<file path="config.mk">
export PLATFORM = sky130hd
export DESIGN_NAME = n_bit_accumulator
export DESIGN_NICKNAME = d
export VERILOG_FILES = /design/src/rtl/n_adder_pkg.sv /design/src/rtl/n_bit_accumulator_adder.sv /design/src/rtl/n_bit_accumulator.sv
export SDC_FILE = /design/constraint.sdc
export NUM_CORES = 1
export LEC_CHECK = 0
export CAP_MARGIN = 20
export CORE_ASPECT_RATIO = 1.5
export CORE_MARGIN = 3
export CORE_UTILIZATION = 45
export DETAILED_ROUTE_END_ITERATION = 10
export GPL_TIMING_DRIVEN = 0
export HOLD_SLACK_MARGIN = 0.06
export PLACE_DENSITY = 0.76
export SYNTH_ARGS = -nofsm -noshare
export SYNTH_HDL_FRONTEND = slang
export SYNTH_SLANG_ARGS = --single-unit
</file>
<file path="constraint.sdc">
create_clock -name clk -period 3.75 [get_ports clk]
set_input_delay 0.5625 -clock clk [delete_from_list [all_inputs] [get_ports clk]]
set_output_delay 0.5625 -clock clk [all_outputs]
set_load 0.005 [all_outputs]
</file>
<file path="src/rtl/n_adder_pkg.sv">
// Shared definitions for the packet accumulator: state encoding, default widths
// and the saturating increment used by the beat and carry counters.
package n_adder_pkg;

  localparam int DEFAULT_N     = 16;
  localparam int DEFAULT_CNT_W = 8;

  localparam logic [1:0] ST_IDLE  = 2'd0;
  localparam logic [1:0] ST_ACCUM = 2'd1;
  localparam logic [1:0] ST_HOLD  = 2'd2;

  typedef enum logic [1:0] {
    IDLE  = ST_IDLE,
    ACCUM = ST_ACCUM,
    HOLD  = ST_HOLD
  } state_t;

  // Adds inc to v, sticking at 2^w-1 instead of wrapping.
  function automatic logic [31:0] sat_inc(input logic [31:0] v, input logic inc, input int w);
    logic [31:0] max_v;
    max_v = (w >= 32) ? 32'hFFFF_FFFF : ((32'd1 << w) - 32'd1);
    if (inc && (v < max_v)) begin
      return v + 32'd1;
    end
    return v;
  endfunction

endpackage

</file>
<file path="src/rtl/n_bit_accumulator_adder.sv">
// Plain combinational n-bit ripple adder with carry in/out.
// Zero latency; no flow control of its own.
module N_bit_adder #(
  parameter int n = 16
) (
  input  logic [n-1:0] a,
  input  logic [n-1:0] b,
  input  logic         cin,
  output logic [n-1:0] sum,
  output logic         cout
);

  assign {cout, sum} = {1'b0, a} + {1'b0, b} + {{n{1'b0}}, cin};

endmodule

</file>
<file path="src/rtl/n_bit_accumulator.sv">
// Sums a valid/ready operand stream per packet; result valid the cycle after the last beat.
// While a result is held, in_ready drops until out_ready completes the handshake.
module n_bit_accumulator
  import n_adder_pkg::*;
#(
  parameter int N     = DEFAULT_N,
  parameter int CNT_W = DEFAULT_CNT_W
) (
  input  logic             clk,
  input  logic             rst,
  input  logic             in_valid,
  output logic             in_ready,
  input  logic [N-1:0]     in_data,
  input  logic             in_last,
  output logic             out_valid,
  input  logic             out_ready,
  output logic [N-1:0]     out_sum,
  output logic [CNT_W-1:0] out_carries,
  output logic [CNT_W-1:0] out_count
);

  state_t state, state_nxt;

  logic [N-1:0]     acc, acc_nxt;
  logic [CNT_W-1:0] carries, carries_nxt;
  logic [CNT_W-1:0] count, count_nxt;

  logic [N-1:0]     adder_a;
  logic [N-1:0]     add_sum;
  logic             add_cout;
  logic [CNT_W-1:0] carries_base;
  logic [CNT_W-1:0] count_base;
  logic             accept;

  assign in_ready = !rst && (state != HOLD);
  assign accept   = in_valid && in_ready;

  // A packet's first beat starts from zero regardless of what acc holds.
  assign adder_a      = (state == IDLE) ? '0 : acc;
  assign carries_base = (state == IDLE) ? '0 : carries;
  assign count_base   = (state == IDLE) ? '0 : count;

  N_bit_adder #(
    .n(N)
  ) u_adder (
    .a   (adder_a),
    .b   (in_data),
    .cin (1'b0),
    .sum (add_sum),
    .cout(add_cout)
  );

  always_comb begin
    state_nxt   = state;
    acc_nxt     = acc;
    carries_nxt = carries;
    count_nxt   = count;

    if (accept) begin
      acc_nxt     = add_sum;
      carries_nxt = CNT_W'(sat_inc(32'(carries_base), add_cout, CNT_W));
      count_nxt   = CNT_W'(sat_inc(32'(count_base), 1'b1, CNT_W));
    end

    case (state)
      IDLE: begin
        if (accept) begin
          state_nxt = in_last ? HOLD : ACCUM;
        end
      end
      ACCUM: begin
        if (accept && in_last) begin
          state_nxt = HOLD;
        end
      end
      HOLD: begin
        if (out_ready) begin
          state_nxt   = IDLE;
          acc_nxt     = '0;
          carries_nxt = '0;
          count_nxt   = '0;
        end
      end
      default: begin
        state_nxt   = IDLE;
        acc_nxt     = '0;
        carries_nxt = '0;
        count_nxt   = '0;
      end
    endcase
  end

  always_ff @(posedge clk) begin
    if (rst) begin
      state   <= IDLE;
      acc     <= '0;
      carries <= '0;
      count   <= '0;
    end else begin
      state   <= state_nxt;
      acc     <= acc_nxt;
      carries <= carries_nxt;
      count   <= count_nxt;
    end
  end

  // Registers are frozen in HOLD, so the result is presented straight from them.
  assign out_valid   = (state == HOLD);
  assign out_sum     = acc;
  assign out_carries = carries;
  assign out_count   = count;

endmodule
</file>
==> summary.md <==
## Status
• status: completed

## Detailed routing
• number of vias per cell after detailed routing: 5.86
• number of iterations in the first detailed-routing pass: 4
• routed wire length: 6.69 mm
• 1st-iter DRT viols: 170
• antenna violation net count after detailed routing: 0
• Via Count: 2,608
• DRC: 0
• average detailed-routed wire length per instance: 15.0 um

## Job
• max cap viols: 0

## Timing
• Max-Slew Margin vs Limit: 58.1%
• endpoints failing setup: 0
• unrepaired setup endpoints after global routing: false
• Final Cycle Share: 92.1%
• maximum clock rate: 290 MHz
• min cycle time layout: 3450 ps
• clk_skew: 6.13 ps
• measured slew at the worst slew-check pin: 628 ps
• max-slew violations: 0
• Final Hold Fails: 0

## Yosys
• top cells by area in the synthesized netlist: dfxtp_1 (28%), ha_1 (9.3%), a21oi_1 (6.0%)
• number of enable-type register cells in the synthesized netlist: 0
• cell type with the largest total area after synthesis: dfxtp_1
• portion of the post-synthesis area used by sequential elements: 28.0%
• flop and latch count out of synthesis: 34
• Mean Syn Cell Area: 7.63 sq um
• Synthesized Nets: 359
• async set or reset register ratio after synthesis: 0%
• synth unique cells: 54
• count of synthesis-stage warnings from yosys: 0
• proportion of netlist area held by the largest area contributor: 28.0%
• Most used DFF post-synth: dfxtp_1
• cell count after synthesis: 319
• area of the mapped netlist: 2430 sq um

## Pwr
• peak ir drop on the vdd network: 175 uV
• Static Leakage: 1.23 nW
• PD cells: 271 nW/um^2

## Critical path
• Buf+Inv Stages, Crit Path: 1
• CP max FO: 20
• setup slack of the most critical reg-to-reg path: 300 ps
• library cell contributing the largest single delay on the critical path: or4_1
• CP Data Required Time: 3960 ps
• capturing element type of the critical path: register
• family with the most delay on the worst path: simple AND/OR/NAND/NOR gates
• CP Class: reg -> reg
• crit path launch type: register
• CP Data Arrival Time: 3660 ps
• series of cell instances along the critical path: or2_4 > clkbuf_2 > nand2_1 > fa_1 > and2b_1 > o2111ai_1 > a311o_1 > and2_1 > or4_1 > a21oi_1
• delay of the slowest critical-path stage: 510 ps

## Clock network
• TritonCTS clock tree: built
• Clock Latency Late Sink: 290 ps
• count of hold-fix buffers inserted at cts: 0
• clock root buffer master: clkbuf_8
• CTS Buf Count: 5
• H-tree depth reported by CTS: 2
• Max Root-Sink Buffers: 2
• clock-pin slew of the registers on the worst-case setup and hold paths: 70 ps
• total clock sinks: 34

## Global routing
• overall fraction of global-route tracks in use: 22.9%
• global-route wire length before repair: 11.4 mm
• initial antenna violation count: 0
• overflow left after global routing: 0
• pin count of the biggest net entering global routing: 12
• number of global-route vias before repair: 2,483

## Min path
• type of the worst min-delay path: reg -> reg

## Finish
• Net count, final: 418
• total non-filler cell area in the finished layout: 3140 sq um
• Antenna Diode Count: 0
• layout cell share with drive strength beyond 1: 2.92%
• synthesis-to-finish area growth: 28.9%
• final core area utilization: 60.3%
• post-route insts no fill: 445

## Placed design
• area of placed instances: 3060 sq um
• placed cells: 441
• count of buffers from port buffering: 54
• placed wire-length estimate: 5.04 mm
• final weighted congestion in routability-driven placement: 0.941

## Die
• vertical die dimension: 96.1 um
• area of the core: 5200 sq um
• horizontal extent of the die: 66.0 um
• number of placement rows: 32
• area of the die: 6340 sq um
• initial core utilization: 46.8%
• IO Pins: 55

[what timing repair did]
action,in CTS,in global routing
setup endpoints to repair,8,3
gates resized for setup,2,2
buffers inserted,0,0
[power breakdown]
| group | internal [mW] | switching [mW] | total [mW] |
|---|---|---|---|
| clock | 0.142 | 0.134 | 0.276 |
| combinational | 0.0874 | 0.102 | 0.189 |
| sequential | 0.374 | 0.0106 | 0.385 |
| total | 0.603 | 0.247 | 0.850 |
[layout by cell type, fill, tap and decap left out, types with 6 or more instances in the layout]
cell type and instances:
a21o_1 9, a21oi_1 29, a31oi_1 7, and2_1 23, clkbuf_1 11, clkbuf_8 6, clkdlybuf4s50_1 54, dfxtp_1 34
ha_1 18, nand2_1 36, nand3_1 22, nand4_1 6, nor2_1 21, o21ai_0 16, xnor2_1 7
[cells by family after synthesis]
| family | after synthesis | synth area share [%] |
|---|---|---|
| AND/OR/NAND/NOR | 142 | 30.5 |
| flip-flops | 34 | 28.0 |
| buffers and inverters | 19 | 2.93 |
| adder cells (fa/ha/maj) | 19 | 10.1 |
| AO/OA/AOI/OAI | 95 | 24.9 |
| XOR/XNOR | 10 | 3.60 |
[layer usage]
layer | global-route usage, % | share of wire (%)
met5 | 0 | 0
met4 | 8.14 | 0.93
met3 | 3.50 | 3.9
met2 | 41.7 | 53
met1 | 26.7 | 42
[path summary, 6_finish.rpt]
path | from | endpoint | cells after the start
worst min register to register | out_sum[8]$_SDFF_PP0_ | out_sum[8]$_SDFF_PP0_ | 2
worst min-delay path | out_sum[8]$_SDFF_PP0_ | out_sum[8]$_SDFF_PP0_ | 2
worst max-delay path | state[0]$_SDFFE_PP0P_ | out_carries[4]$_SDFF_PP0_ | 10
worst max register to register | state[0]$_SDFFE_PP0P_ | out_carries[4]$_SDFF_PP0_ | 10
[synth_stat cells (6+ instances only)]
library cell / instances
nand4_1: 6
nand2_1: 36
nor2_1: 21
a21o_1: 9
xnor2_1: 7
ha_1: 18
and2_1: 23
a31oi_1: 7
a21oi_1: 29
o21ai_0: 16
dfxtp_1: 34
clkbuf_1: 14
nand3_1: 22
[state kept, by name, indices dropped and copies added, names as in the netlist]
register     count
out_sum         16
out_carries      8
out_count        8
state            2
[metrics by stage]
step                TNS, ps  hold slack (ps)  power, mW  setup WS [ps]
finish                    0              462      0.850            298
global route              0              488      0.892           44.7
CTS                       0              468      0.853            173
detailed placement    -1040              458      0.581           -294
global placement       -828              449      0.578           -263
floorplan                 0              457      0.498            382
[cell type report]
class	instances	area, sq um
inverters	4	15.0
flip-flops and latches	34	681
repair buffers	54	541
clock buffers	6	82.6
well taps	68	85.1
plain buffers	13	50.0
multi-input cells	266	1680
fillers	511	2070
[worst register-to-register path, cell delays in order (launching register included)]
cell and delay (ps):
dfxtp_1 440, or2_4 300, clkbuf_2 280, nand2_1 130, fa_1 440, and2b_1 240
o2111ai_1 200, a311o_1 430, and2_1 240, or4_1 510, a21oi_1 180
No activity file was read; power rests on OpenSTA's default activity.
==> RTL change (config.mk and constraints unchanged) <==
Reset style: asynchronous (`rst`), changed in one clocked block.
--- a/src/rtl/n_bit_accumulator.sv
+++ b/src/rtl/n_bit_accumulator.sv
@@ -92,3 +92,3 @@
 
-  always_ff @(posedge clk) begin
+  always_ff @(posedge clk or posedge rst) begin
     if (rst) begin
Formal check against the unedited RTL: differs if rst is asserted again (counterexample within 4 cycles, from zero or initial values and one cycle with rst high); with rst held inactive, the same outputs for 10 cycles.
==> RTL change against the original RTL <==
Worst setup slack improved by 0.11 ns; global-route usage grew 0.069 points; non-clock buffer count increased by 6; first-iteration DRC count fell by 35%; critical path depth is 2 higher; clock skew grew 0.0025 ns; cell area is 9.8% higher; area after synthesis rose by 10%; sequential cell count unchanged; wire length rose by 11%; critical path type unchanged.
Power is not compared: it rests on default switching activity, and its combinational part moved more than twofold at a synthesized area within 25%.
==> RTL change: results (changes against the original RTL) <==
\begin{tabular}{lr}
\hline
Metric & Value \\
\hline
\multicolumn{2}{l}{\textbf{Yosys}} \\
\quad Net count after synthesis & 379 (+5.6\%) \\
\quad Number of distinct library cells after synthesis & 50 (-7.4\%) \\
\quad Dominant synthesized flop cell & sky130\_fd\_sc\_hd\_\_dfrtp\_1 \\
\quad Post-Syn Area per Cell & 7.90 um\^{}2 (+3.6\%) \\
\quad Top area cells in the synthesized netlist & sky130\_fd\_sc\_hd\_\_dfrtp\_1 (32\%), sky130\_fd\_sc\_hd\_\_ha\_1 (8.4\%), sky130\_fd\_sc\_hd\_\_and2\_1 (5.6\%) \\
\quad Synth async-reset ratio & 100\% (+100 points) \\
\multicolumn{2}{l}{\textbf{Global routing}} \\
\quad Vias in the first global route & 2,629 (+5.9\%) \\
\quad Global-route wire length before repair & 12.1 mm (+6.7\%) \\
\quad Total global-route track usage & 22.9\% (+0.069 points) \\
\multicolumn{2}{l}{\textbf{Setup path}} \\
\quad Worst flop-to-flop path endpoint & out\_carries[5]\$\_DFF\_PP0\_ \\
\quad R2r setup slk & 0.40 ns (+0.11 ns) \\
\quad Crit Reg-Reg Startpoint & state[0]\$\_DFFE\_PP0P\_ \\
\quad Standard cell with the maximum stage delay on the critical path & sky130\_fd\_sc\_hd\_\_dfrtp\_1 \\
\multicolumn{2}{l}{\textbf{Detailed routing}} \\
\quad Met2 routed wirelength & 3.90 mm (+9.8\%) \\
\quad Met3 wire len & 257 um (-2.3\%) \\
\quad Average via count per standard cell & 5.92 (+1.0\%) \\
\quad Routed wire length & 7.44 mm (+11\%) \\
\multicolumn{2}{l}{\textbf{Placed design}} \\
\quad Post-Place Cell Area & 0.00333 mm\^{}2 (+9.0\%) \\
\quad Minimum setup slack after placement & 0.0277 ns (+0.322 ns) \\
\quad GPL Wtd Cong & 0.892 (-5.2\%) \\
\quad Placed Instances & 464 (+5.2\%) \\
\quad HPWL reported at the end of detailed placement & 5.68 mm (+13\%) \\
\multicolumn{2}{l}{\textbf{STA}} \\
\quad Worst Clk Skew & 0.00864 ns (+0.00251 ns) \\
\quad Final hold slack & 0.531 ns (+0.0683 ns) \\
\multicolumn{2}{l}{\textbf{Finish}} \\
\quad Number of standard cells in the final layout excluding fillers & 470 (+5.6\%) \\
\multicolumn{2}{l}{\textbf{Worst hold path}} \\
\quad Hold path startpoint & out\_sum[10]\$\_DFF\_PP0\_ \\
\multicolumn{2}{l}{\textbf{Status}} \\
\quad Result of the run & completed \\
\hline
\end{tabular}
-- RTL change: power breakdown --
group	total (mW)	leakage (nW)	switching [mW]	internal [mW]
registers	0.577	0.449	0.100	0.477
logic	1.30	0.910	0.715	0.585
clock network	0.348	0.0573	0.135	0.213
-- RTL change: per-layer routing --
metal  GRT usage (%)  vias up
met4            8.41        0
li1                -     1364
met2            40.4       68
met1            27.5     1335
met3            3.13       15
met5               0        -
-- RTL change: area by class of cell --
class / count / area, um^2
buffer: 18 / 73.8
clock buffer: 6 / 82.6
clock inverter: 1 / 30.0
fill: 541 / 2170
inverter: 7 / 26.3
multi-input combinational: 279 / 1730
sequential: 34 / 851
tap: 70 / 87.6
timing repair buffer: 55 / 568
-- RTL change: worst max-delay path by stage --
stage	from	to	slack (ns)	cells past startpoint
final	state[0]$_DFFE_PP0P_	out_carries[5]$_DFF_PP0_	0.40	12
after global routing	state[0]$_DFFE_PP0P_	out_carries[7]$_DFF_PP0_	0.19	12
after CTS	state[0]$_DFFE_PP0P_	out_carries[5]$_DFF_PP0_	0.0007	13
after detailed placement	state[0]$_DFFE_PP0P_	out_carries[5]$_DFF_PP0_	0.03	13
after global placement	state[0]$_DFFE_PP0P_	out_carries[5]$_DFF_PP0_	0.08	13
after floorplan	state[0]$_DFFE_PP0P_	out_carries[7]$_DFF_PP0_	0.76	13
-- RTL change: logic make-up after synthesis --
| family | share of synthesized area, % |
|---|---|
| AOI/OAI and AO/OA | 26.3 |
| muxes | 0.374 |
| DFF | 31.8 |
| xor gates and xnor gates | 1.96 |
| adders and majority gates | 9.15 |
| buffers and inverters | 3.83 |
| and+or+nand+nor | 26.6 |
-- RTL change: what timing repair did --
item,in CTS,in global routing
setup buffers,0,0
endpoints found under the setup margin,0,9
resized for setup,0,2
